===== src/rtl/mux_pkg.sv =====
// rtl/mux_pkg.sv - shared constants and helpers for the pipelined mux tree
package mux_pkg;

   localparam int MUX_WIDTH = 16;
   localparam int MUX_SEL_W = 3;

   function automatic int chan_count(input int sel_w);
      return 1 << sel_w;
   endfunction

endpackage


===== src/rtl/mux_level.sv =====
// rtl/mux_level.sv - one registered 2:1 reduction level of the mux tree with valid/ready
module mux_level #(
   parameter int WIDTH    = 16,
   parameter int IN_WORDS = 8,
   parameter int SEL_REM  = 3,
   parameter int SEL_W    = 3
) (
   input  logic                              clk,
   input  logic                              reset,
   input  logic [IN_WORDS*WIDTH-1:0]         in_data,
   input  logic [SEL_W-1:0]                  in_sel,
   input  logic                              in_valid,
   output logic                              in_ready,
   output logic [(IN_WORDS/2)*WIDTH-1:0]     out_data,
   output logic [SEL_W-1:0]                  out_sel,
   output logic                              out_valid,
   input  logic                              out_ready
);

   localparam int OUT_WORDS = IN_WORDS / 2;
   // The full select travels with the beat; this level consumes the lowest bit still remaining.
   localparam int SEL_BIT   = SEL_W - SEL_REM;

   logic [OUT_WORDS*WIDTH-1:0] reduced;

   always_comb begin
      reduced = '0;
      for (int j = 0; j < OUT_WORDS; j++) begin
         reduced[j*WIDTH +: WIDTH] = in_sel[SEL_BIT] ? in_data[(2*j+1)*WIDTH +: WIDTH]
                                                     : in_data[(2*j)*WIDTH +: WIDTH];
      end
   end

   assign in_ready = !out_valid || out_ready;

   always_ff @(posedge clk) begin
      if (reset) begin
         out_valid <= 1'b0;
         out_data  <= '0;
         out_sel   <= '0;
      end else if (in_ready) begin
         out_valid <= in_valid;
         // Bubbles leave the payload untouched so an empty stage keeps its last word.
         if (in_valid) begin
            out_data <= reduced;
            out_sel  <= in_sel;
         end
      end
   end

endmodule


===== src/rtl/mux_tree_pipe.sv =====
// rtl/mux_tree_pipe.sv - pipelined 2^SEL_W:1 word mux tree with handshakes and round-robin scan
module mux_tree_pipe
   import mux_pkg::*;
#(
   parameter int WIDTH = MUX_WIDTH,
   parameter int SEL_W = MUX_SEL_W
) (
   input  logic                                clk,
   input  logic                                reset,
   input  logic [chan_count(SEL_W)*WIDTH-1:0]  in_data,
   input  logic [SEL_W-1:0]                    in_sel,
   input  logic                                in_valid,
   output logic                                in_ready,
   input  logic                                scan_en,
   output logic [WIDTH-1:0]                    out_data,
   output logic [SEL_W-1:0]                    out_sel,
   output logic                                out_valid,
   input  logic                                out_ready
);

   localparam int N = chan_count(SEL_W);

   logic [SEL_W-1:0] scan_cnt;
   logic [SEL_W-1:0] eff_sel;

   assign eff_sel = scan_en ? scan_cnt : in_sel;

   always_ff @(posedge clk) begin
      if (reset) begin
         scan_cnt <= '0;
      end else if (in_valid && in_ready && scan_en) begin
         scan_cnt <= scan_cnt + SEL_W'(1);
      end
   end

   for (genvar l = 0; l < SEL_W; l++) begin : g_lvl
      localparam int IW = N >> l;

      logic [IW*WIDTH-1:0]       d_in;
      logic [SEL_W-1:0]          s_in;
      logic                      v_in;
      logic                      rdy_up;
      logic                      rdy_dn;
      logic [(IW/2)*WIDTH-1:0]   d_out;
      logic [SEL_W-1:0]          s_out;
      logic                      v_out;

      if (l == 0) begin : g_first
         assign d_in = in_data;
         assign s_in = eff_sel;
         assign v_in = in_valid;
      end else begin : g_next
         assign d_in = g_lvl[l-1].d_out;
         assign s_in = g_lvl[l-1].s_out;
         assign v_in = g_lvl[l-1].v_out;
      end

      // Ready ripples back from the consumer so a full pipe advances without bubbles.
      if (l == SEL_W - 1) begin : g_root
         assign rdy_dn = out_ready;
      end else begin : g_inner
         assign rdy_dn = g_lvl[l+1].rdy_up;
      end

      mux_level #(
         .WIDTH    (WIDTH),
         .IN_WORDS (IW),
         .SEL_REM  (SEL_W - l),
         .SEL_W    (SEL_W)
      ) u_level (
         .clk       (clk),
         .reset     (reset),
         .in_data   (d_in),
         .in_sel    (s_in),
         .in_valid  (v_in),
         .in_ready  (rdy_up),
         .out_data  (d_out),
         .out_sel   (s_out),
         .out_valid (v_out),
         .out_ready (rdy_dn)
      );
   end

   assign in_ready  = g_lvl[0].rdy_up;
   assign out_data  = g_lvl[SEL_W-1].d_out;
   assign out_sel   = g_lvl[SEL_W-1].s_out;
   assign out_valid = g_lvl[SEL_W-1].v_out;

endmodule


===== config.mk =====
export PLATFORM = sky130hd
export DESIGN_NAME = mux_tree_pipe
export DESIGN_NICKNAME = d
export VERILOG_FILES = /design/src/rtl/mux_pkg.sv /design/src/rtl/mux_level.sv /design/src/rtl/mux_tree_pipe.sv
export SDC_FILE = /design/constraint.sdc
export NUM_CORES = 1
export LEC_CHECK = 0
export CORE_MARGIN = 8
export CORE_UTILIZATION = 35
export CTS_CLUSTER_DIAMETER = 50
export DETAILED_ROUTE_END_ITERATION = 7
export GPL_ROUTABILITY_DRIVEN = 0
export PLACE_DENSITY = 0.61
export RECOVER_POWER = 25
export SLEW_MARGIN = 20
export SYNTH_ARGS = -nofsm -noshare
export SYNTH_HDL_FRONTEND = slang
export SYNTH_SLANG_ARGS = --single-unit

===== constraint.sdc =====
create_clock -name clk -period 1.7 [get_ports clk]
set_input_delay 0.255 -clock clk [delete_from_list [all_inputs] [get_ports clk]]
set_output_delay 0.255 -clock clk [all_outputs]
set_load 0.05 [all_outputs]

# After elaboration in Yosys (flattened, before gate mapping)
# Cells that the tools add are included.
# word_totals
reg_bits	127
inputBits	136
out_inout_bits	21
elab_cells	30
# op_classes
n_addsub	1
n_mux	8
reduce_logical	11
# ops
operator	n
$mux 16	7
$reduce_and 2->1	3
$add 3x1->3 const B	1
$logic_not 1->1	3
$logic_or 1x1->1	3
$mux 3	1
$logic_and 1x1->1	2

# Logic depth before layout (Yosys ltp)
# Gate-level depths: netlist of run 1.
# depth
depth_word	6
depth_mapped	8
mapped_depth_nobuf	4

# Cells and area by module
# Synthesis of run 1 repeated with hierarchy kept, for this count alone.
# unflattened
hier_cells	468
area_unflattened_um2	5500.3
# by_module_without_submodules
mod	instances	cells_each	area_each_um2	seq_area_each_um2
mux_level at g_lvl[0].u_level	1	232	2788.9	1361.3
mux_level at g_lvl[1].u_level	1	126	1537.7	720.7
mux_level at g_lvl[2].u_level	1	92	979.7	400.4
mux_tree_pipe	1	18	193.9	60.1

# Least setup slack after synthesis of run 1
# No wires, ideal clock.
# synth_path
kind	reg-to-reg
from	reg g_lvl[2].u_level.out_valid
to	reg g_lvl[0].u_level.out_data[35]
setup_time_ns	0.091
arrival_time_ns	1.855
required_ns	1.609
setup_slack_ns	-0.246
stages_incl_launch_ff	6
path_buffers	1
synth_period_minus_slack_ns	1.946
cell_sequence	dfxtp_1 -> and4b_4 -> inv_2 -> clkbuf_1 -> a21oi_1 -> a311oi_1
# synth_between
elab_chain_len	5
# synth_rtl
item	line	rtl
from (decl)	mux_level.sv:16	output logic out_valid,
from (signal assigned)	mux_level.sv:42	out_valid <= in_valid;
$logic_not 1->1	mux_level.sv:34	assign in_ready = !out_valid || out_ready;
$logic_or 1x1->1 (3 in series)	mux_level.sv:34	
via in_ready	mux_tree_pipe.sv:13	output logic in_ready,
$reduce_and 2->1 (no source line)	-	
to (signal assigned)	mux_level.sv:45	out_data <= reduced;
to (decl)	mux_level.sv:14	output logic [(IN_WORDS/2)*WIDTH-1:0] out_data,
# The timed path passes the listed nets, and every way through them passes these cells.
# A chain may end at the register's enable or synchronous reset.

# Final worst setup path of run 1
# layout_path
from	in out_ready
to	out in_ready
# layout_between
elab_chain_len	3
# layout_rtl
item	line	rtl
from (decl)	mux_tree_pipe.sv:18	input logic out_ready
$logic_or 1x1->1 (3 in series)	mux_level.sv:34	
to (decl)	mux_tree_pipe.sv:13	
# Every way passes these cells.

==> flow_metrics.py, run 1 <==
metrics = {
    "status": {
        "status": "finished clean",
    },
    "synth": {
        "syn_area_um2": 5840,
        "ys_seq_area_share_pct": 43.5,
        "syn_nets": 792,
        "ys_types": 27,
        "synth-seq-cells": 127,
        "syn_inst": 655,
        "synth.avg_cell_area_um2": 8.92,
        "ys_warn_count": 0,
    },
    "critical_path": {
        "path_class": "in -> out",
        "critPathLaunchType": "input port",
        "arrival_ns": 1.41,
        "crit_required_ns": 1.44,
        "reg2reg_depth": 5,
        "crit_path_end_kind": "primary output",
        "cp_max_fo": 10,
    },
    "routing": {
        "first_pass_iters": 5,
        "drt_iter0_drc": 374,
        "ant_nets": 0,
        "drc_errors": 0,
        "wl_per_cell_um": 17.7,
        "totalWireLength_um": 18000,
        "vias": 5410,
        "vias_per_cell": 5.30,
    },
    "finish": {
        "antenna_cells": 0,
        "fin_nets": 925,
        "syn_to_final_growth_pct": 43.4,
        "layout-drive-gt1-share_pct": 15.9,
    },
    "placed_design": {
        "numPortBuffers": 156,
        "dp_hpwl_um": 13300,
    },
    "hold_path": {
        "whs_path_depth": 3,
        "hold_class": "in -> reg",
    },
    "clocking": {
        "clockRootBuffer": "clkbuf_16",
        "cts_tree": "done",
        "htree_levels": 4,
        "numCtsBuffers": 17,
        "clkSlewWorstSetupHoldPaths_ns": 0.05,
        "clock_latency_ns": 0.41,
        "cts_setup_buffers": 0,
        "cts.sinks": 127,
        "cts_buffer_depth": 2,
        "hold_buffers": 0,
    },
    "pwr": {
        "power_density_nw_per_um2": 1030,
        "irDropWorstVdd_v": 0.000729,
        "finalPower_mw": 8.62,
        "p_leak_nw": 3.03,
    },
    "timing": {
        "max_slew_margin_pct": 59.4,
        "clock-skew-final_ns": 0.00614,
        "min_period_ns": 1.67,
        "final_max_slew_viol_count": 0,
        "fin_setup_tns_ns": 0,
        "rsz0062_at_grt": "yes",
        "whs_ns": 0.268,
        "fmax_mhz": 600,
        "hold_viol": 0,
        "setup_viol": 0,
        "period_share_pct": 98.0,
        "tightest_slew_ns": 0.608,
    },
    "flow_run": {
        "maxCapViolCount": 0,
    },
    "grt": {
        "grt_pass1_vias": 5743,
        "grt_max_degree": 65,
        "grt-ovfl-total": 0,
        "grt_usage_pct": 16.9,
        "grt_pass1_wl_um": 29200,
        "antenna_found_initial": 0,
    },
    "floorplan": {
        "dieWidth_um": 145,
        "die_h_um": 145,
        "rows": 47,
        "core_um2": 16500,
        "initial_core_util_pct": 35.5,
        "die_area_um2": 21100,
        "boundaryPins": 157,
    },
}
-- flip-flops by register name, summed over array words and instances (netlist names) --
name	cells
g_lvl.u_level.out_data	112
g_lvl.u_level.out_sel	9
g_lvl.u_level.out_valid	3
scan_cnt	3
-- report_power, final --
| part | total [mW] | internal (mW) | switching (mW) |
|---|---|---|---|
| clock network | 3.98 | 2.71 | 1.27 |
| registers | 3.31 | 3.19 | 0.128 |
| logic | 1.33 | 0.652 | 0.673 |
| total | 8.62 | 6.55 | 2.08 |
-- stage by stage --
stage	utilization (%)	std cells	setup WS (ns)	cell area, um^2
after floorplan	-	655	0.0505	5840
after global placement	46.6	988	-0.187	7670
after detailed placement	46.6	988	-0.323	7670
after CTS	50.6	1020	0.00362	8340
after global routing	50.9	1021	-0.0118	8380
final	50.9	1021	0.0340	8380
-- critical path, cell delays in order --
cell             delay (ns)
clkdlybuf4s50_1        0.43
and4b_4                0.38
inv_6                  0.06
buf_12                 0.14
buf_12                 0.14
-- metal layers --
layer	part of all wire [%]	up-vias	routed length (um)	global-route usage (%)
met5	0	-	0	0
met4	1.5	0	275	6.82
met3	5.4	19	979	4.60
met2	47	170	8430	26.9
met1	46	2531	8350	21.4
li1	-	2690	-	-
-- cell type report --
cell class,instances,area (um^2)
fillers,1560,8090
multi-input cells,452,2980
flip-flops and latches,127,2550
repair buffers,187,1900
clock buffers,21,470
well taps,220,275
clock inverters,11,184
inverters,3,16.3
-- placed cells by master (no fill, tap or decap) --
| cell | instances |
|---|---|
| a211oi_1 | 51 |
| a21oi_1 | 124 |
| a311oi_1 | 34 |
| a311oi_2 | 30 |
| and2_2 | 1 |
| and3_1 | 1 |
| and3b_1 | 1 |
| and4b_4 | 1 |
| buf_12 | 12 |
| buf_2 | 1 |
| buf_4 | 40 |
| bufinv_16 | 5 |
| clkbuf_1 | 1 |
| clkbuf_16 | 18 |
| clkbuf_8 | 3 |
| clkdlybuf4s50_1 | 133 |
| clkinv_2 | 5 |
| dfxtp_1 | 123 |
| dfxtp_2 | 2 |
| dfxtp_4 | 2 |
| ha_1 | 1 |
| inv_1 | 2 |
| inv_6 | 2 |
| mux2_2 | 2 |
| mux2i_1 | 51 |
| mux2i_4 | 1 |
| nand2_1 | 128 |
| nand2b_1 | 3 |
| nand3_1 | 7 |
| nand3b_1 | 1 |
| nor2_1 | 3 |
| nor2_2 | 2 |
| nor2b_1 | 2 |
| o21ai_0 | 7 |
| or3_1 | 1 |
-- synth_stat cells (all sizes together) --
cell,count,area share (%)
and2,1,0.11
nand3,7,0.60
mux2i,52,8.9
nand3b,1,0.13
clkbuf,52,3.3
and3,1,0.11
a21oi,124,11
a211oi,51,6.6
o21ai,7,0.60
and4b,1,0.24
a311oi,64,13
nand2b,3,0.32
inv,3,0.19
dfxtp,127,44
nand2,128,8.2
nor2,5,0.32
or3,1,0.11
mux2,2,0.39
buf,21,2.3
nor2b,2,0.21
ha,1,0.21
and3b,1,0.15
-- final timing paths --
check	from	endpoint	slack, ns
setup / recovery	out_ready	in_ready	0.03
hold / removal	in_valid	g_lvl[0].u_level.out_valid	0.27
setup reg to reg	g_lvl[1].u_level.out_valid	g_lvl[0].u_level.out_data[55]	0.18
hold reg to reg	g_lvl[0].u_level.out_sel[2]	g_lvl[1].u_level.out_sel[2]	0.48
-- kinds of logic after synthesis --
family,after synthesis,share of synthesized area [%]
AOI/OAI and AO/OA,246,30.6
adders and majority gates,1,0.214
buffers and inverters,76,5.83
DFF,127,43.5
muxes,54,9.30
and+or+nand+nor,151,10.5
-- what timing repair did --
action                     in CTS  in global routing
resized for setup               5                  5
setup endpoints to repair       1                  2
cloned                          0                  1
pin swaps                       0                  1
Note: power is estimated with default switching activity, not from simulation.
==> run 2, diff against run 1 <==
--- a/config.mk
+++ b/config.mk
@@ -5,6 +5,7 @@
 export SDC_FILE = /design/constraint.sdc
 export NUM_CORES = 1
 export LEC_CHECK = 0
+export CORE_ASPECT_RATIO = 0.75
 export CORE_MARGIN = 8
 export CORE_UTILIZATION = 35
 export CTS_CLUSTER_DIAMETER = 50
==> flow_metrics.py, run 2 (same netlist as run 1, synthesis figures left out) <==
metrics = {
    "critical_path": {
        "max_stage_delay_ns": 0.37,
        "path_class": "reg -> out",
        "crit_family": "flip-flops",
        "crit_path_end_kind": "primary output",
        "crit_path_frequent_cell": "buf_12",
        "critPathLaunchType": "flip-flop",
        "arrival_ns": 1.40,
        "cp_cell_sequence": "and4b_4, inv_4, buf_12, buf_12",
        "crit_path_top_delay_cell": "dfxtp_4",
        "cp_max_fo": 11,
        "critical_path_buf_inv_count": 3,
        "crit_required_ns": 1.44,
        "cp-startpoint": "g_lvl[0].u_level.out_valid",
        "worstReg2RegStart": "g_lvl[0].u_level.out_valid",
    },
    "grt": {
        "grt-ovfl-total": 0,
        "grt_usage_pct": 17.8,
        "grt_pass1_vias": 5689,
        "grt_pass1_wl_um": 29900,
        "grt_max_degree": 59,
        "antenna_found_initial": 0,
    },
    "status": {
        "status": "finished clean",
    },
    "floorplan": {
        "boundaryPins": 157,
        "initial_core_util_pct": 35.2,
        "die_h_um": 128,
        "core_um2": 16600,
        "rows": 41,
        "die_area_um2": 21100,
        "dieWidth_um": 165,
    },
    "routing": {
        "drt_iter0_drc": 275,
        "vias": 5457,
        "wl_per_cell_um": 18.6,
        "drc_errors": 0,
        "vias_per_cell": 5.38,
        "first_pass_iters": 4,
        "ant_nets": 0,
        "totalWireLength_um": 18900,
    },
    "timing": {
        "rsz0062_at_grt": "no",
        "fmax_mhz": 603,
        "setup_viol": 0,
        "period_share_pct": 97.5,
        "hold_viol": 0,
        "max_slew_margin_pct": 57.4,
        "min_period_ns": 1.66,
        "clock-skew-final_ns": 0.00701,
        "final_max_slew_viol_count": 0,
        "finalWorstSetupSlack_ns": 0.0418,
        "whs_ns": 0.275,
        "tightest_slew_ns": 0.641,
    },
    "clocking": {
        "cts_tree": "done",
        "numCtsBuffers": 17,
        "clockRootBuffer": "clkbuf_16",
        "cts_setup_buffers": 0,
        "cts.sinks": 127,
        "hold_buffers": 0,
        "cts_buffer_depth": 2,
        "clkSlewWorstSetupHoldPaths_ns": 0.05,
        "htree_levels": 4,
        "clock_latency_ns": 0.41,
    },
    "finish": {
        "syn_to_final_growth_pct": 41.5,
        "multi_input_area_um2": 2980,
        "seqCellArea_um2": 2550,
        "fill_cells": 1569,
        "regMostFlops": "g_lvl.u_level.out_data",
        "layout-drive-gt1-share_pct": 13.1,
        "layout_commonest_cell": "clkdlybuf4s50_1",
        "antenna_cells": 0,
        "largest_reg_flops": 112,
        "fin_nets": 923,
        "mostFrequentLayoutCells": "clkdlybuf4s50_1 (132), nand2_1 (128), a21oi_1 (124)",
        "largestRegisters": "g_lvl.u_level.out_data x112, g_lvl.u_level.out_sel x9",
    },
    "placed_design": {
        "place_ws_ns": -0.261,
        "dp_hpwl_um": 13800,
        "numPortBuffers": 156,
    },
    "hold_path": {
        "min_from": "in_valid",
        "hold_class": "in -> reg",
    },
    "pwr": {
        "p_leak_nw": 2.94,
        "irDropWorstVdd_v": 0.000469,
        "power_density_nw_per_um2": 1010,
    },
    "flow_run": {
        "maxCapViolCount": 0,
    },
}
==> run 2: cell count changes in the layout (fill, tap and decap cells not counted), sizes merged, moves of 2 or more <==
cell	change
bufinv	-2
bufbuf	+2
clkbuf	+20
buf	-24
clkinvlp	+2
==> run 2: what timing repair did <==
action                                  CTS  global route
resized for setup                         4             3
pin swaps                                 0             0
gates cloned                              2             0
endpoints found under the setup margin    1             7
==> run 2: worst paths after layout <==
| kind | end | slack (ns) | cells past startpoint |
|---|---|---|---|
| min reg2reg | g_lvl[2].u_level.out_sel[0] | 0.48 | 2 |
| min | g_lvl[0].u_level.out_valid | 0.28 | 3 |
| max | in_ready | 0.04 | 4 |
| max reg2reg | g_lvl[0].u_level.out_data[60] | 0.22 | 5 |
==> run 2: cell type report <==
type,count,area share (%)
clock buffer,21,5.57
sequential,127,30.9
multi-input combinational,452,36.0
tap,215,3.26
clock inverter,11,1.68
inverter,3,0.167
timing repair buffer,185,22.4
==> run 2: where the power goes <==
group / total (mW) / internal [mW] / switching [mW]
sequential: 3.33 / 3.19 / 0.143
clock: 3.67 / 2.37 / 1.30
combinational: 1.31 / 0.636 / 0.676
==> run 2: through the flow <==
stage	util (%)	total power, mW	cell area (um^2)	cells	setup TNS (ns)
after floorplan	-	4.09	5840	655	0
after global placement	46.3	4.69	7660	980	-14.47
after detailed placement	46.3	4.72	7660	980	-17.43
after CTS	50.3	8.38	8330	1014	0
after global routing	49.9	8.62	8260	1014	0
final	49.9	8.31	8260	1014	0
==> run 2: worst reg2reg max path, cell delays in order, from the launching register on <==
cell      delay (ns)
dfxtp_4         0.37
and4b_4         0.26
inv_4           0.07
and2_2          0.23
buf_12          0.18
a311oi_1        0.28
==> run 2: routing by layer <==
metal | vias to the layer above | global-route usage, % | part of all wire, %
li1 | 2677 | - | -
met1 | 2596 | 24.0 | 48
met2 | 170 | 25.9 | 43
met3 | 14 | 7.19 | 8.6
met4 | 0 | 4.60 | 0.88
met5 | - | 0 | 0
